### config.mk
export PLATFORM = sky130hd
export DESIGN_NAME = mu0_scan_reader
export DESIGN_NICKNAME = d
export VERILOG_FILES = /design/src/rtl/mu0_scan_reader.sv
export SDC_FILE = /design/constraint.sdc
export NUM_CORES = 1
export LEC_CHECK = 0
export BUFFER_PORTS_ARGS = -buffer_cell sky130_fd_sc_hd__buf_2
export CORE_ASPECT_RATIO = 0.5
export CORE_MARGIN = 2
export CORE_UTILIZATION = 58
export DETAILED_ROUTE_END_ITERATION = 6
export HOLD_SLACK_MARGIN = 0.02
export PLACE_DENSITY = 0.76
export SYNTH_ARGS = -nofsm -noshare
export SYNTH_HDL_FRONTEND = slang
export SYNTH_SLANG_ARGS = --single-unit
export TNS_END_PERCENT = 1
### constraint.sdc
create_clock -name clk -period 3 [get_ports clk]
set_clock_uncertainty 0.2 [all_clocks]
set_input_delay 0.3 -clock clk [delete_from_list [all_inputs] [get_ports clk]]
set_output_delay 0.3 -clock clk [all_outputs]
set_load 0.005 [all_outputs]
### src/rtl/mu0_scan_reader.sv
// Debugger-side scan master: clocks the MU0 register scan path and returns a parallel acc/pc/flags snapshot.
// Optional MU0_SCAN_READER_REPEAT_EN: start held in DONE chains straight into the next snapshot.
module mu0_scan_reader #(
  parameter int CLK_DIV = 2,
  parameter int ACC_W   = 16,
  parameter int PC_W    = 12,
  parameter int FLAG_W  = 2
) (
  input  logic              clk,
  input  logic              rst_n,
  input  logic              start,
  output logic              busy,
  output logic              valid,
  output logic [ACC_W-1:0]  acc_q,
  output logic [PC_W-1:0]   pc_q,
  output logic [FLAG_W-1:0] flags_q,
  output logic              scan_clk,
  output logic              scan_en,
  input  logic              scan_in
);

  localparam int NBITS = ACC_W + PC_W + FLAG_W;
  localparam int BIT_W = $clog2(NBITS);
  localparam int DIV_W = 8;

  typedef enum logic [2:0] {
    IDLE, SYNC_LO, SYNC_HI, SHIFT_LO, SHIFT_HI, DONE
  } state_t;

  state_t             state_q, state_d;
  logic [DIV_W-1:0]   div_q, div_d;
  logic [BIT_W-1:0]   bit_q, bit_d;
  logic [NBITS-1:0]   shift_q, shift_d;
  logic [ACC_W-1:0]   acc_d;
  logic [PC_W-1:0]    pc_d;
  logic [FLAG_W-1:0]  flags_d;
  logic               busy_q, busy_d;
  logic               valid_q, valid_d;
  logic               scan_clk_q, scan_clk_d;
  logic               scan_en_q, scan_en_d;
  logic               phase_end;

  assign phase_end = (div_q == DIV_W'(CLK_DIV - 1));

  always_comb begin
    state_d = state_q;
    div_d   = div_q;
    bit_d   = bit_q;
    shift_d = shift_q;
    acc_d   = acc_q;
    pc_d    = pc_q;
    flags_d = flags_q;
    valid_d = 1'b0;

    // Every timed phase shares one divider that restarts on each phase boundary.
    if (state_q == IDLE || state_q == DONE) div_d = '0;
    else if (phase_end)                     div_d = '0;
    else                                    div_d = div_q + DIV_W'(1);

    case (state_q)
      IDLE:    if (start) state_d = SYNC_LO;
      SYNC_LO: if (phase_end) state_d = SYNC_HI;
      SYNC_HI: if (phase_end) begin
        state_d = SHIFT_LO;
        bit_d   = '0;
      end
      SHIFT_LO: if (phase_end) begin
        // Sample at the end of the low phase so the scanner has settled since the last rise.
        shift_d[bit_q] = scan_in;
        if (bit_q == BIT_W'(NBITS - 1)) begin
          state_d = DONE;
          acc_d   = shift_d[ACC_W-1:0];
          pc_d    = shift_d[ACC_W +: PC_W];
          flags_d = shift_d[NBITS-1 -: FLAG_W];
          valid_d = 1'b1;
        end else begin
          state_d = SHIFT_HI;
        end
      end
      SHIFT_HI: if (phase_end) begin
        state_d = SHIFT_LO;
        bit_d   = bit_q + BIT_W'(1);
      end
      DONE: begin
`ifdef MU0_SCAN_READER_REPEAT_EN
        state_d = start ? SYNC_LO : IDLE;
`else
        state_d = IDLE;
`endif
      end
      default: state_d = IDLE;
    endcase

    scan_clk_d = (state_d == SYNC_HI) || (state_d == SHIFT_HI);
    scan_en_d  = (state_d == SHIFT_LO) || (state_d == SHIFT_HI);
    busy_d     = (state_d != IDLE);
  end

  always_ff @(posedge clk) begin
    if (!rst_n) begin
      state_q    <= IDLE;
      div_q      <= '0;
      bit_q      <= '0;
      shift_q    <= '0;
      acc_q      <= '0;
      pc_q       <= '0;
      flags_q    <= '0;
      busy_q     <= 1'b0;
      valid_q    <= 1'b0;
      scan_clk_q <= 1'b0;
      scan_en_q  <= 1'b0;
    end else begin
      state_q    <= state_d;
      div_q      <= div_d;
      bit_q      <= bit_d;
      shift_q    <= shift_d;
      acc_q      <= acc_d;
      pc_q       <= pc_d;
      flags_q    <= flags_d;
      busy_q     <= busy_d;
      valid_q    <= valid_d;
      scan_clk_q <= scan_clk_d;
      scan_en_q  <= scan_en_d;
    end
  end

  assign busy     = busy_q;
  assign valid    = valid_q;
  assign scan_clk = scan_clk_q;
  assign scan_en  = scan_en_q;

endmodule

# == After elaboration in Yosys (flattened, before gate mapping) ==
# Cells that the tools add are included.
# W data, S select, Z words.
# classes
n_reduce_logical,13
bitwise_logic,1
addsub,2
n_mul,0
shift,0
muxes,13
eq_ne,12
div,0
order_cmp,2
# ops
cell,count
$bwmux W30,1
$eq A3 B2 Y1 const B,4
$mux W3,4
$pmux W3 S4,1
$mux W5,2
$pmux W5 S2,1
$eq A3 B3 Y1 const B,3
$reduce_and A3 Y1,3
$add A8 B1 Y8 const B,1
$eq A8 B1 Y1 const B,1
$lt A5 B6 Y1 const B,1
$add A5 B1 Y5 const B,1
$demux W1 S5,1
$eq A5 B5 Y1 const B,1
$ge A5 B1 Y1 const B,1
$ne A2 B2 Y1 const B,2
$eq A3 B1 Y1 const B,1
$logic_not A3 Y1,1
$logic_or A1 B1 Y1,3
$mux W1,3
$reduce_bool A3 Y1,1
$reduce_or A3 Y1,1
$reduce_and A2 Y1,1
$reduce_bool A2 Y1,1
other kinds (3),3
# word_totals
reg_bits,80
inputBits,4
memories,0
latchBits,0
out_inout_bits,34
elab_cells,54
romBits,0
ramBits,0

# == Depth between registers and ports, before layout ==
# Gate-level depths: netlist of run 1.
# logic_depth
depth_word,6
mapped_depth,8
ltp_nobuf,6

# == Worst setup path before layout of run 1 ==
# OpenSTA, ideal clock, no wires.
# synth_timing
path_kind,reg-to-reg
start,reg div_q[0]
end,reg pc_q[2]
setup_ns,0.146
stages_incl_launch_ff,7
t_required_ns,2.654
path_buffers,2
synth_period_minus_slack_ns,2.105
arrival_ns,1.759
slack_ns,0.895
path_cell_list,dfxtp_1 > ha_1 > or3b_2 > nor4_4 > buf_6 > buf_2 > a211oi_1
# synth_via
elab_chain_cells,2
# synth_lines
element,line,text
"start, declared",31,"logic [DIV_W-1:0] div_q, div_d;"
"start signal, assigned",114,div_q <= div_d;
$eq A8 B1 Y1,43,assign phase_end = (div_q == DIV_W'(CLK_DIV - 1));
$reduce_and A3 Y1 (no source line),-,
"end signal, assigned",118,pc_q <= pc_d;
"end, declared",15,"output logic [PC_W-1:0] pc_q,"
# No other way between the ends.
# A chain may end at the register's enable or synchronous reset.

# == Worst setup path in the final report of run 1 ==
# layout_timing
start,reg div_q[0]
end,reg acc_q[15]
# layout_via
elab_chain_cells,2
# layout_lines
element,line,text
$eq A8 B1 Y1,43,
$reduce_and A3 Y1 (no source line),-,
"end signal, assigned",105,acc_q <= '0;
"end signal, assigned",117,acc_q <= acc_d;
"end, declared",14,"output logic [ACC_W-1:0] acc_q,"
# No other way between the ends.

==> flow_metrics.py, run 1 <==
metrics = {
    "global_route": {
        "grt_max_degree": 57,
        "use_met2_pct": 41.02,
        "grt_overflow": 0,
        "antenna_found_initial": 0,
        "grt_busiest_layer": "met2",
        "grt_pass1_wl_mm": 14.48,
        "grt_usage_pct": 26.04,
        "met1_usage_pct": 35.20,
        "grt_pass1_vias": 2850,
        "use_met3_pct": 8.271,
    },
    "place": {
        "dp_hpwl_mm": 6.052,
        "globalplace.congestion": 0.9212,
        "io_buffers": 37,
        "dpl.cell_count": 531,
        "dpl_cell_area_um2": 3935,
    },
    "critical_path": {
        "crit_family": "simple AND/OR/NAND/NOR gates",
        "critical_path_buf_inv_count": 1,
        "critPathSlowestCell": "or3b_2",
        "crit_fanout": 56,
        "max_stage_delay_ns": 0.52,
        "crit_chain": "ha_1, or3b_2, nor4_4, buf_12, nor2_1, a311oi_1",
        "cp-end-kind": "flop",
        "cp.required_ns": 3.04,
        "worst-setup-path-type": "flop to flop",
        "critPathLaunchType": "flop",
        "critical_path_arrival_ns": 2.43,
    },
    "sta": {
        "fin_crit_sh_pct": 79.82,
        "setup-tns-final_ns": 0,
        "min_period_ns": 2.395,
        "tightest_slew_ns": 0.7307,
        "max-slew-margin-rel_pct": 51.29,
        "hold_violations": 0,
        "rsz0062_at_grt": "no",
        "maxSlewViolCount": 0,
        "setup_viol": 0,
        "clock.fmax_mhz": 417.6,
    },
    "floorplanning": {
        "die_x_um": 117.6,
        "fp-row-count": 20,
        "die-height_um": 60.79,
        "core_um2": 6156,
        "dieArea_um2": 7148,
        "initial_core_util_pct": 60.77,
        "io_pins": 38,
    },
    "cts": {
        "cts_buffer_depth": 2,
        "cts-hold-fix-buffers": 0,
        "clock_latency_ns": 0.33,
        "clock_sink_count": 79,
        "post_cts_buffers": 0,
        "cts_tree": "built",
        "clockRootBuffer": "clkbuf_16",
        "clkTransAtPathRegs_ns": 0.06,
        "cts_resized": 0,
        "numCtsBuffers": 9,
        "htree_levels": 3,
    },
    "synth": {
        "synth_area_leader_cell": "dfxtp_1",
        "yosysTopAreaCellShare_pct": 42.27,
        "syn-cell-area_um2": 3741,
        "syn-mean-instance-area_um2": 8.600,
        "async_flop_share_pct": 0,
        "synth_flop_cell": "dfxtp_1",
        "ys_types": 47,
        "yosys-top-cells-area": "dfxtp_1 (42%), nor2_1 (5.8%), a211oi_1 (4.8%)",
        "synth-seq-cells": 79,
        "synth_enable_flop_cells": 0,
        "yosysMostFrequentCell": "dfxtp_1",
        "yosysSeqAreaShare_pct": 42.27,
        "ys_warn_count": 0,
        "syn_nets": 445,
        "netlist_instances": 435,
        "synth_commonest_cells": "dfxtp_1 (79), nor2_1 (58), nand3_1 (28)",
    },
    "detailed_routing": {
        "vias": 3331,
        "firstDrtPassIters": 7,
        "drt_iter0_drc": 316,
        "wl_per_cell_um": 16.54,
        "antenna_left": 0,
        "drt_wl_total_mm": 9.047,
        "drcViolationCount": 1,
        "avgViaCountPerCell": 6.090,
    },
    "final_layout": {
        "design_area_um2": 4244,
        "antenna_cells": 0,
        "area_growth_pct": 13.44,
        "nNetsFinal": 464,
        "stdcell_count": 547,
        "drive_gt1_share_pct": 16.56,
    },
    "power_and_ir_drop": {
        "power.density_nw_per_um2": 563.5,
        "power_uw": 2392,
        "p_leak_uw": 0.001520,
        "peakVddDrop_mv": 0.4197,
    },
    "flow_run": {
        "maxCapViolCount": 0,
    },
    "worst_hold_path": {
        "hold_path_class": "input pin to flop",
    },
    "outcome": {
        "outcome": "complete, but fails checks",
        "violations": "DRC",
    },
}
placed cells by master, fill, tap and decap left out, types with 6 or more instances in the layout:
cell type  count
inv_1          7
mux2i_1       16
buf_2         37
dfxtp_1       79
nor3_1         9
a31oi_1       10
a211oi_1      24
a21oi_1       25
nand2_1       25
o21ai_0       21
a211oi_2      10
nand2b_1       6
nand4_1       11
xor2_1         6
ha_1           6
nor2_1        58
clkbuf_16      9
nand3_1       28
nor2b_1       10
where the power goes:
| group | leakage, uW | internal (uW) | total (uW) | switching (uW) |
|---|---|---|---|---|
| registers | 0.000637 | 1070 | 1110 | 40.1 |
| logic | 0.000730 | 58.6 | 175 | 117 |
| clock network | 0.000153 | 693 | 1110 | 419 |
| total | 0.00152 | 1820 | 2390 | 575 |
area by class of cell:
class | instances | area (um2)
clock buffer | 12 | 256.5
clock inverter | 4 | 52.55
fill | 505 | 1912
inverter | 8 | 30.03
multi-input combinational | 313 | 1971
sequential | 79 | 1582
tap | 88 | 110.1
timing repair buffer | 43 | 242.7
flip-flops by register name, summed over array words and instances, names as in the netlist:
signal / count
bit_q: 5
div_q: 8
scan_clk: 1
flags_q: 2
scan_en: 1
acc_q: 16
state_q: 3
shift_q: 29
busy: 1
pc_q: 12
valid: 1
per-stage QoR:
| step | hold slack, ns | util, % | setup WS (ns) |
|---|---|---|---|
| 2_1_floorplan | 0.2329 | - | 0.8945 |
| 5_1_grt | 0.07844 | 68.94 | 0.4357 |
| 4_1_cts | 0.05968 | 68.94 | 0.5950 |
| 6_report | 0.08464 | 68.94 | 0.6053 |
| 3_5_place_dp | 0.2523 | 63.92 | 0.6057 |
| 3_3_place_gp | 0.2367 | 63.92 | 0.7409 |
metal layers:
layer	vias up	part of all wire [%]
met2	139	44
met1	1559	47
met4	0	1.5
met5	-	0
met3	16	7.5
li1	1617	-
final timing paths:
| kind | endpoint | depth (start not counted) | from | slack, ns |
|---|---|---|---|---|
| max | acc_q[15] | 6 | div_q[0] | 0.61 |
| min | state_q[0] | 2 | rst_n | 0.08 |
| max reg2reg | acc_q[15] | 6 | div_q[0] | 0.61 |
| min reg2reg | pc_q[5] | 2 | pc_q[5] | 0.25 |
worst register-to-register path: cells and delay by family (launching register included):
kind	cells	cell delay, ns
fa+ha+maj	1	0.22
compound gates	1	0.26
flops	1	0.42
buf+inv	1	0.28
simple gates	3	0.93
logic make-up (layout without fill, tap and decap cells):
| logic type | Yosys count | after routing | share of synthesized area [%] |
|---|---|---|---|
| compound gates | 115 | 115 | 21.47 |
| xor+xnor | 7 | 7 | 1.639 |
| fa+ha+maj | 6 | 6 | 2.007 |
| buf+inv | 43 | 67 | 5.184 |
| flops | 79 | 79 | 42.27 |
| mux | 16 | 16 | 4.281 |
| simple gates | 169 | 169 | 23.14 |
(Power assumes the default switching activity.)
==> run 2: changes to the inputs <==
ABC_AREA = 1   (was not set)
clock period = 2.3 ns   (was 3 ns; I/O delays follow)
==> run 2 against run 1 <==
Compared with the run above: the flow now finishes without violations; sequential share of layout area rose by 2.2 points; combinational power fell by 42%; global-route usage fell by 1.1 points; register-to-register slack got worse by 0.39 ns; non-clock buffer count rose by 5; setup slack got worse by 0.39 ns; total power rose by 15%.
==> flow_metrics.py, run 2 <==
metrics = {
    "outcome": {
        "outcome": "finished, final reports clean",
    },
    "detailed_routing": {
        "drcViolationCount": 0,
        "avgViaCountPerCell": 5.327,
        "wl_per_cell_um": 12.69,
        "antenna_left": 0,
        "firstDrtPassIters": 4,
        "drt_wl_total_mm": 7.499,
        "vias": 3148,
        "drt_iter0_drc": 215,
    },
    "floorplanning": {
        "dieArea_um2": 6702,
        "initial_core_util_pct": 61.79,
        "die_x_um": 113.8,
        "io_pins": 38,
        "fp-row-count": 19,
        "die-height_um": 58.90,
        "core_um2": 5658,
    },
    "cts": {
        "clockRootBuffer": "clkbuf_16",
        "cts_tree": "built",
        "htree_levels": 3,
        "clock_latency_ns": 0.34,
        "numCtsBuffers": 9,
        "clock_sink_count": 79,
        "post_cts_buffers": 0,
        "clkTransAtPathRegs_ns": 0.05,
        "cts_resized": 0,
        "cts_buffer_depth": 2,
        "cts-hold-fix-buffers": 2,
    },
    "final_layout": {
        "layout_common_cells": "nand2_1 (102), dfxtp_1 (79), nor2_1 (68)",
        "top_register": "shift_q",
        "utilization_pct": 70.90,
        "antenna_cells": 0,
        "top_regs": "shift_q x29, acc_q x16, pc_q x12",
        "final_common_cell": "nand2_1",
        "drive_gt1_share_pct": 16.02,
        "largest_reg_flops": 29,
        "num-fill-cells": 488,
        "stdcell_count": 591,
        "nNetsFinal": 524,
        "area_growth_pct": 14.75,
    },
    "synth": {
        "synth-seq-cells": 79,
        "synth_flop_cell": "dfxtp_1",
        "syn-cell-area_um2": 3496,
        "yosysMostFrequentCell": "nand2_1",
        "yosysTopAreaCellShare_pct": 45.24,
        "syn-mean-instance-area_um2": 7.329,
        "synth_area_leader_cell": "dfxtp_1",
        "netlist_instances": 477,
        "synthSimpleGateAreaFrac_pct": 25.88,
        "async_flop_share_pct": 0,
        "synth.mux.area_fraction_pct": 0,
        "synth_enable_flop_cells": 0,
        "synth-compound-area-share_pct": 19.04,
        "synthAdderAreaFrac_pct": 2.147,
        "yosysSeqAreaShare_pct": 45.24,
        "synthXorXnorAreaFrac_pct": 0.7516,
        "ys_types": 28,
        "synth_top_family_by_area": "simple AND/OR/NAND/NOR gates",
        "ys_warn_count": 0,
        "synth_commonest_cells": "nand2_1 (102), dfxtp_1 (79), nor2_1 (68)",
        "yosys-top-cells-area": "dfxtp_1 (45%), nand2_1 (11%), o21ai_0 (8.3%)",
        "syn_nets": 487,
    },
    "global_route": {
        "grt_max_degree": 56,
        "grt_overflow": 0,
        "grt_pass1_wl_mm": 12.84,
        "grt_usage_pct": 24.98,
        "antenna_found_initial": 0,
        "grt_pass1_vias": 2881,
    },
    "place": {
        "dpl.cell_count": 574,
        "globalplace.congestion": 0.8360,
        "dp_hpwl_mm": 5.079,
        "io_buffers": 37,
    },
    "sta": {
        "tightest_slew_ns": 0.5488,
        "hold_violations": 0,
        "rsz0062_at_grt": "no",
        "clock.fmax_mhz": 479.9,
        "setup-tns-final_ns": 0,
        "maxSlewViolCount": 0,
        "max-slew-margin-rel_pct": 63.13,
        "min_period_ns": 2.084,
        "fin_crit_sh_pct": 90.60,
        "setup_viol": 0,
    },
    "power_and_ir_drop": {
        "peakVddDrop_mv": 0.4298,
        "power_uw": 2753,
        "p_leak_uw": 0.001790,
        "power.density_nw_per_um2": 686.2,
    },
    "worst_hold_path": {
        "hold_path_class": "input pin to flop",
        "hold_depth": 6,
    },
    "critical_path": {
        "r2r_cells": 9,
        "worst-setup-path-type": "flop to flop",
        "crit_fanout": 12,
        "cp-end-kind": "flop",
        "cp.required_ns": 2.36,
        "critical_path_arrival_ns": 2.15,
        "critPathLaunchType": "flop",
    },
    "flow_run": {
        "maxCapViolCount": 0,
    },
}
[run 2: cell types whose count changed after synthesis, moves of 16 or more]
cell      before  now
o21ai_0       21   58
mux2i_1       16    0
a211oi_1      24    0
nand2_1       25  102
inv_1          7   27
a21oi_1       25   42
clkbuf_1      26   10
[run 2: path summary, 6_finish.rpt]
kind / start / endpoint / slack (ns)
max reg2reg: div_q[0] / shift_q[22] / 0.22
min reg2reg: flags_q[1] / flags_q[1] / 0.24
min: start / scan_clk / 0.19
max: div_q[0] / shift_q[22] / 0.22
[run 2: routing by layer]
layer	wire length [um]	track usage [%]	up-vias
li1	-	-	1625
met1	3559	31.42	1438
met2	3340	40.63	74
met3	514	9.063	11
met4	85	8.537	0
met5	0	0	-
[run 2: cells by family (layout without fill, tap and decap cells)]
group | Yosys count | in the layout
buffers and inverters | 57 | 98
DFF | 79 | 79
adders and majority gates | 6 | 6
xor gates and xnor gates | 3 | 3
AOI/OAI and AO/OA | 119 | 119
and+or+nand+nor | 213 | 213
[run 2: per-stage QoR]
step / area (um2) / hold WS [ns] / setup WS [ns]
2_1_floorplan: 3496 / 0.2213 / 0.5712
3_3_place_gp: 3732 / 0.2340 / 0.3594
3_5_place_dp: 3732 / 0.2375 / 0.2972
4_1_cts: 4011 / 0.1848 / 0.2241
5_1_grt: 4011 / 0.2688 / 0.06772
6_report: 4011 / 0.1906 / 0.2161
[run 2: area by class of cell]
cell class / count / area (um2) / area share [%]
tap: 73 / 91.34 / 2.277
clock buffer: 14 / 254.0 / 6.332
clock inverter: 1 / 5.005 / 0.1248
inverter: 35 / 135.1 / 3.369
timing repair buffer: 48 / 272.8 / 6.800
multi-input combinational: 341 / 1672 / 41.67
sequential: 79 / 1582 / 39.43
[run 2: where the power goes]
| part | switching (uW) | total (uW) | internal (uW) |
|---|---|---|---|
| logic | 69.8 | 101 | 31.0 |
| registers | 7.27 | 1390 | 1380 |
| clock network | 512 | 1270 | 753 |
[run 2: worst max-delay path, cell delays in order (launching register included)]
cell,delay (ns)
dfxtp_1,0.37
ha_1,0.18
nand2_1,0.06
nor2_1,0.12
nand2_2,0.12
nor2_4,0.25
buf_4,0.22
buf_4,0.19
o21ai_0,0.12
a21oi_1,0.18
